==> src/rtl/rot_stream_seq.sv <==
// Command-driven burst sequencer: each accepted command emits the seed followed by
// successive right-rotations of the previous word, on a valid/ready output stream.

module rot_right8 (
    input  logic [7:0] data_i,
    input  logic [2:0] amt_i,
    output logic [7:0] data_o
);
    logic [15:0] dup;

    // Shifting a doubled copy right gives the rotate in the low byte.
    assign dup    = {data_i, data_i} >> amt_i;
    assign data_o = dup[7:0];
endmodule

module rot_stream_seq #(
    parameter int COUNT_W = 4
) (
    input  logic               clk,
    input  logic               rst_n,
    input  logic               in_valid_i,
    output logic               in_ready_o,
    input  logic [7:0]         in_data_i,
    input  logic [2:0]         in_amt_i,
    input  logic               in_dir_i,
    input  logic [COUNT_W-1:0] in_count_i,
    output logic               out_valid_o,
    input  logic               out_ready_i,
    output logic [7:0]         out_data_o,
    output logic               out_last_o,
    output logic               busy_o
);
    typedef enum logic {IDLE, RUN} state_t;

    state_t             state_q, state_d;
    logic [7:0]         data_q, data_d;
    logic [2:0]         step_q, step_d;
    logic [COUNT_W-1:0] rem_q, rem_d;
    logic [7:0]         rot_word;
    logic               accept, xfer, at_last;

    rot_right8 u_rot (
        .data_i (data_q),
        .amt_i  (step_q),
        .data_o (rot_word)
    );

    assign at_last = (rem_q == '0);
    assign accept  = in_valid_i && (state_q == IDLE);
    assign xfer    = out_ready_i && (state_q == RUN);

    always_ff @(posedge clk or negedge rst_n) begin
        if (!rst_n) begin
            state_q <= IDLE;
            data_q  <= '0;
            step_q  <= '0;
            rem_q   <= '0;
        end else begin
            state_q <= state_d;
            data_q  <= data_d;
            step_q  <= step_d;
            rem_q   <= rem_d;
        end
    end

    always_comb begin
        state_d     = state_q;
        data_d      = data_q;
        step_d      = step_q;
        rem_d       = rem_q;
        in_ready_o  = 1'b0;
        out_valid_o = 1'b0;
        out_last_o  = 1'b0;
        busy_o      = 1'b0;
        unique case (state_q)
            IDLE: begin
                in_ready_o = 1'b1;
                if (accept) begin
                    data_d  = in_data_i;
                    // Left rotate by n is right rotate by -n mod 8.
                    step_d  = in_dir_i ? 3'(3'd0 - in_amt_i) : in_amt_i;
                    rem_d   = in_count_i;
                    state_d = RUN;
                end
            end
            RUN: begin
                out_valid_o = 1'b1;
                busy_o      = 1'b1;
                out_last_o  = at_last;
                if (xfer) begin
                    if (at_last) begin
                        state_d = IDLE;
                    end else begin
                        data_d = rot_word;
                        rem_d  = rem_q - 1'b1;
                    end
                end
            end
            default: state_d = IDLE;
        endcase
    end

    assign out_data_o = data_q;
endmodule

==> config.mk <==
export PLATFORM = sky130hd
export DESIGN_NAME = rot_stream_seq
export DESIGN_NICKNAME = d
export VERILOG_FILES = /design/src/rtl/rot_stream_seq.sv
export SDC_FILE = /design/constraint.sdc
export NUM_CORES = 1
export LEC_CHECK = 0
export BUFFER_PORTS_ARGS = -buffer_cell sky130_fd_sc_hd__buf_2
export CORE_UTILIZATION = 52
export DETAILED_ROUTE_END_ITERATION = 10
export PLACE_DENSITY = 0.78
export REMOVE_ABC_BUFFERS = 1
export SLEW_MARGIN = 20
export SYNTH_ARGS = -nofsm -noshare
export SYNTH_HDL_FRONTEND = slang
export SYNTH_HIERARCHICAL = 1
export SYNTH_SLANG_ARGS = --single-unit
==> constraint.sdc <==
create_clock -name clk -period 2.3 [get_ports clk]
set_input_delay 0.345 -clock clk [delete_from_list [all_inputs] [get_ports clk]]
set_output_delay 0.345 -clock clk [all_outputs]
set_load 0.02 [all_outputs]
Yosys cells after proc, flatten, opt, wreduce, memory -nomap -nowiden
Cells that the tools add are included.
{"block": "word_totals", "ff_bits": 16, "latchBits": 0, "mem_bits_rw": 0, "romBits": 0, "input_bits": 20, "out_inout_bits": 12, "elab_cells": 32, "memories": 0}
{"block": "op_classes", "add_sub_neg": 2, "multipliers": 0, "div_mod_pow": 0, "magnitude_cmp": 0, "n_eq_ne": 3, "n_shift": 1, "n_mux": 16, "bitwise": 1, "reduce_logical": 5}
{"operator": "$mux W8", "count": 3}
{"operator": "$pmux W8 S2", "count": 1}
{"operator": "$shr A16 B3 Y8", "count": 1}
{"operator": "$mux W4", "count": 3}
{"operator": "$pmux W4 S2", "count": 1}
{"operator": "$mux W1", "count": 6}
{"operator": "$logic_not A4 Y1", "count": 1}
{"operator": "$ne A2 B2 Y1 const B", "count": 2}
{"operator": "$sub A4 B1 Y4 const B", "count": 1}
{"operator": "$mux W3", "count": 1}
{"operator": "$reduce_and A3 Y1", "count": 1}
{"operator": "$sub A1 B3 Y3 const A", "count": 1}
{"operator": "$logic_and A1 B1 Y1", "count": 2}
{"operator": "$ne A2 B1 Y1 const B", "count": 1}
{"operator": "$pmux W1 S2", "count": 1}
{"operator": "$reduce_and A2 Y1", "count": 1}
{"operator": "$not A1 Y1", "count": 1}

Depth between registers and ports, before layout
{"block": "logic_depth", "word_depth": 4, "depth_mapped": 5, "mapped_depth_nobuf": 5}

Cells and area by module
The synthesis kept the hierarchy.
{"mod": "rot_stream_seq", "n_inst": 1, "cells_per_inst": 77, "area_per_inst_um2": 930.9, "seq_area_each_um2": 400.4}
{"mod": "rot_right8", "n_inst": 1, "cells_per_inst": 19, "area_per_inst_um2": 326.6, "seq_area_each_um2": 0.0}

Worst setup path after synthesis
OpenSTA, ideal clock, no wires.
{"block": "synth_timing", "path_kind": "flip-flop to flip-flop", "startpoint": "register step_q[2]", "endpoint": "register data_q[2] (netlist: out_data_o[2])", "setup_time_ns": 0.125, "t_arrival_ns": 1.775, "t_required_ns": 2.175, "slack_ns": 0.400, "stages_incl_launch_ff": 6, "path_buffers": 1, "period_less_slack_ns": 1.900, "path_cell_list": "dfrtp_1 -> buf_6 -> mux4_1 -> mux2_2 -> mux2_2 -> mux2_4"}
{"block": "synth_via", "elab_chain_len": 4}
{"element": "from (decl)", "line": "37", "rtl": "logic [2:0] step_q, step_d;"}
{"element": "from (signal assigned)", "line": "61", "rtl": "step_q <= step_d;"}
{"element": "$shr A16 B3 Y8", "line": "12", "rtl": "assign dup = {data_i, data_i} >> amt_i;"}
{"element": "via rot_word[2]", "line": "39", "rtl": "logic [7:0] rot_word;"}
{"element": "$mux W8", "line": "91", "rtl": "if (at_last) begin"}
{"element": "$mux W8", "line": "90", "rtl": "if (xfer) begin"}
{"element": "$pmux W8 S2", "line": "75", "rtl": "unique case (state_q)"}
{"element": "to (signal assigned)", "line": "60", "rtl": "data_q <= data_d;"}
{"element": "to (decl)", "line": "36", "rtl": "logic [7:0] data_q, data_d;"}
The timed path passes the listed nets, and every way through them passes these cells. The select of a mux whose other input is x is not followed.
A chain may end at the register's enable or synchronous reset.

Worst setup path after layout
{"block": "layout_timing", "startpoint": "register step_q[2]", "endpoint": "register data_q[6] (netlist: out_data_o[6])"}
Same word-level chain as after synthesis.

==> summary.md <==
| Metric | Value |
|---|---|
| Fmax achieved | `459.5 MHz` |
| I/O Buffers | `31` |
| Largest net degree at the start of global routing | `17` |
| Fin area | `1438 µm²` |
| TritonCTS buffer count | `3` |
| Post-place setup slack | `0.1358 ns` |
| CTS sink count | `16` |
| Post-synthesis cell type count | `29` |
| CTS Root Cell | `clkbuf_4` |
| Residual DRC | `0` |
| Clock slew at reported path FFs | `0.10 ns` |
| Final setup fails | `0` |
| RSZ-0062 raised after global routing | `false` |
| Min Tclk post-route | `2.176 ns` |
| CTS tree | `done` |
| Worst-Skew Late Latency | `0.28 ns` |
| Htree depth | `1` |
| Commonest non-fill, non-tap cell in the layout | `buf_2` |
| Met3 Use GR | `4.464%` |
| Drt via density | `5.890` |
| Site Rows | `17` |
| Post-Syn Area per Cell | `13.10 µm²` |
| DPL Wire Length | `1.862 mm` |
| Internal | `1.281 mW` |
| Post-CTS setup buffer count | `0` |
| Worst Path Arrival | `2.35 ns` |
| Final Hold Fails | `0` |
| Peak VDD IR | `0.9946 mV` |
| Global-route wire length before repair | `4.209 mm` |
| Status | `finished, final reports clean` |
| Synthesized cell area | `1257 µm²` |
| Max clock buf depth | `2` |
| FF-to-FF Start | `step_q[2]$_DFFE_PN0P_` |
| Clk pwr share | `7.3%` |
| Crit share post-route | `94.63%` |
| PD cells | `1459 nW/µm²` |
| Ant. Diodes | `0` |
| Initial antenna violation count | `0` |
| Placed Instances | `150` |
| Ys Warns | `6` |
| Total die area | `2619 µm²` |
| Final ANT Viol Nets | `0` |
| P_sw | `0.8157 mW` |
| Io pins | `32` |
| Hold Path Origin | `out_ready_i` |
| M1 GR Usage | `27.66%` |
| Vias in the first global route | `928` |
| Die height | `51.18 µm` |
| Post-place instance area | `1405 µm²` |
| Worst-margin pin slew | `0.3804 ns` |
| Area of the core | `2255 µm²` |
| Worst setup SP type | `flip-flop` |
| Drt wl/cell | `16.14 µm` |
| Cell count of the worst hold path | `2` |
| Leak | `0.7072 nW` |
| Max-Cap Viols | `0` |
| Combinational power share | `62.6%` |
| Grt total ovfl | `0` |
| Starting DRT DRC Count | `4` |
| Setup CP Type | `reg -> reg` |
| Busiest grt layer | `met2` |
| Share of layout cells above drive strength 1 | `50.00%` |
| Final RePlAce weighted congestion | `0.7988` |
| Critical path endpoint category | `flip-flop` |
| Sequential power share | `30.1%` |
| Final WL | `2.486 mm` |
| Seq/Total Area, Yosys | `31.84%` |
| Commonest cells after routing, fill and taps aside | `buf_2 (31), mux2_2 (16), dfrtp_1 (16), mux2_4 (8), mux4_1 (8)` |
| Post-Route Skew | `0.001652 ns` |
| Worst setup margin | `0.1236 ns` |
| Cell count of the worst reg-to-reg path | `4` |
| Starting density of the core | `55.77%` |
| Switching share of total power | `38.90%` |
| Max_slew headroom | `74.64%` |
| Setup TNS | `0 ns` |
| Nets | `151` |
| DRT Pass-1 Iters | `4` |
| Final slew viol count | `0` |
| Critical Path Source | `step_q[2]$_DFFE_PN0P_` |
| CP max FO | `9` |
| Die Width | `51.18 µm` |
| GRT Util Overall | `22.65%` |
| Non-Filler Instances | `154` |
| Synth-to-Final Area Change | `14.33%` |
| Hold Crit Class | `in -> reg` |
| Via count | `907` |
| Seq cells post-synth | `16` |
| Req. time, crit path | `2.48 ns` |
| Cells after Synth | `96` |
| Fillers | `197` |
| GR Layer Usage met2 | `37.94%` |
-- layer usage --
metal,part of all wire [%],vias up,wire length [µm]
li1,-,423,-
met3,5.7,8,141
met2,48,37,1192
met5,0,-,0
met1,43,439,1081
met4,2.8,0,70
-- metrics by stage --
| stage | total power, mW | utilization, % | hold slack (ns) |
|---|---|---|---|
| after floorplan | 1.628 | - | 0.04941 |
| final | 2.097 | 63.76 | 0.2635 |
| after global routing | 2.247 | 63.76 | 0.2609 |
| after global placement | 1.878 | 62.32 | 0.2832 |
| after CTS | 2.104 | 63.76 | 0.2516 |
| after detailed placement | 1.947 | 62.32 | 0.2888 |
-- cells by family (layout without fill, tap and decap cells) --
| group | count (synthesis) | count (layout) | share of synthesized area (%) |
|---|---|---|---|
| muxes | 36 | 36 | 44.78 |
| and+or+nand+nor | 18 | 18 | 9.753 |
| DFF | 16 | 16 | 31.84 |
| buffers and inverters | 13 | 43 | 6.069 |
| AOI/OAI and AO/OA | 9 | 9 | 3.880 |
| adders and majority gates | 3 | 3 | 2.985 |
| xor gates and xnor gates | 1 | 1 | 0.6966 |
-- worst paths after layout --
check	end	slack (ns)
worst max-delay path	out_data_o[6]$_DFFE_PN0P_	0.12
worst min-delay path	state_q$_DFF_PN0_	0.26
worst max register to register	out_data_o[6]$_DFFE_PN0P_	0.12
worst min register to register	rem_q[1]$_DFFE_PN0P_	0.61
max in group asynchronous	out_data_o[2]$_DFFE_PN0P_	1.53
min in group asynchronous	rem_q[0]$_DFFE_PN0P_	0.50
-- synth_stat cells --
cell,number,area (µm²)
o32ai_1,1,8.760
xnor2_1,1,8.760
nand2_1,7,26.28
mux2_4,8,120.1
nand2b_1,1,6.260
or3b_1,1,8.760
nand3b_1,1,7.510
ha_1,3,37.54
dfrtp_1,16,400.4
buf_2,1,5.000
inv_2,1,3.750
mux2_2,16,180.2
nor3b_1,1,7.510
nor2b_1,1,6.260
mux4_1,8,210.2
nor2_1,1,3.750
nor2_8,1,20.02
mux2i_4,1,22.52
nor3_1,1,5.000
a21oi_1,1,5.000
nor4_1,1,6.260
buf_1,1,3.750
and4bb_4,1,16.27
o21ai_0,7,35.03
buf_6,3,33.78
nor4b_1,1,8.760
mux2i_1,3,30.03
inv_1,6,22.52
buf_4,1,7.510
-- what timing repair did --
item | CTS | global route
setup endpoints to repair | 0 | 0
gates resized for setup | 0 | 0
hold buffers | 1 | 0
hold endpoints to repair | 16 | 0
-- power by group through the flow --
| stage | Clock, mW | Sequential (mW) | Combinational (mW) |
|---|---|---|---|
| 6_report | 0.152 | 0.631 | 1.31 |
| 5_1_grt | 0.169 | 0.658 | 1.42 |
| 4_1_cts | 0.158 | 0.629 | 1.32 |
| 3_5_place_dp | 0 | 0.634 | 1.31 |
| 3_3_place_gp | 0 | 0.614 | 1.26 |
| 2_1_floorplan | 0 | 0.681 | 0.947 |
-- layout make-up --
type	instances	area, µm²	share of cell area (%)
Multi-Input combinational cell	67	780.7	54.31
Sequential cell	16	400.4	27.85
Timing Repair Buffer	33	172.7	12.01
Tap cell	28	35.03	2.437
Inverter	7	26.28	1.828
Clock buffer	3	22.52	1.567
-- critical path, cell delays in order, from the launching register on --
cell     delay, ns
dfrtp_1       0.57
mux4_1        0.67
mux2_2        0.29
mux2_2        0.27
mux2_4        0.26
-- sequential cells by signal, summed over array words and instances, names as in the netlist --
name,count
out_data_o,8
rem_q,4
step_q,3
state_q,1
Power figures use the tool's default switching activity.
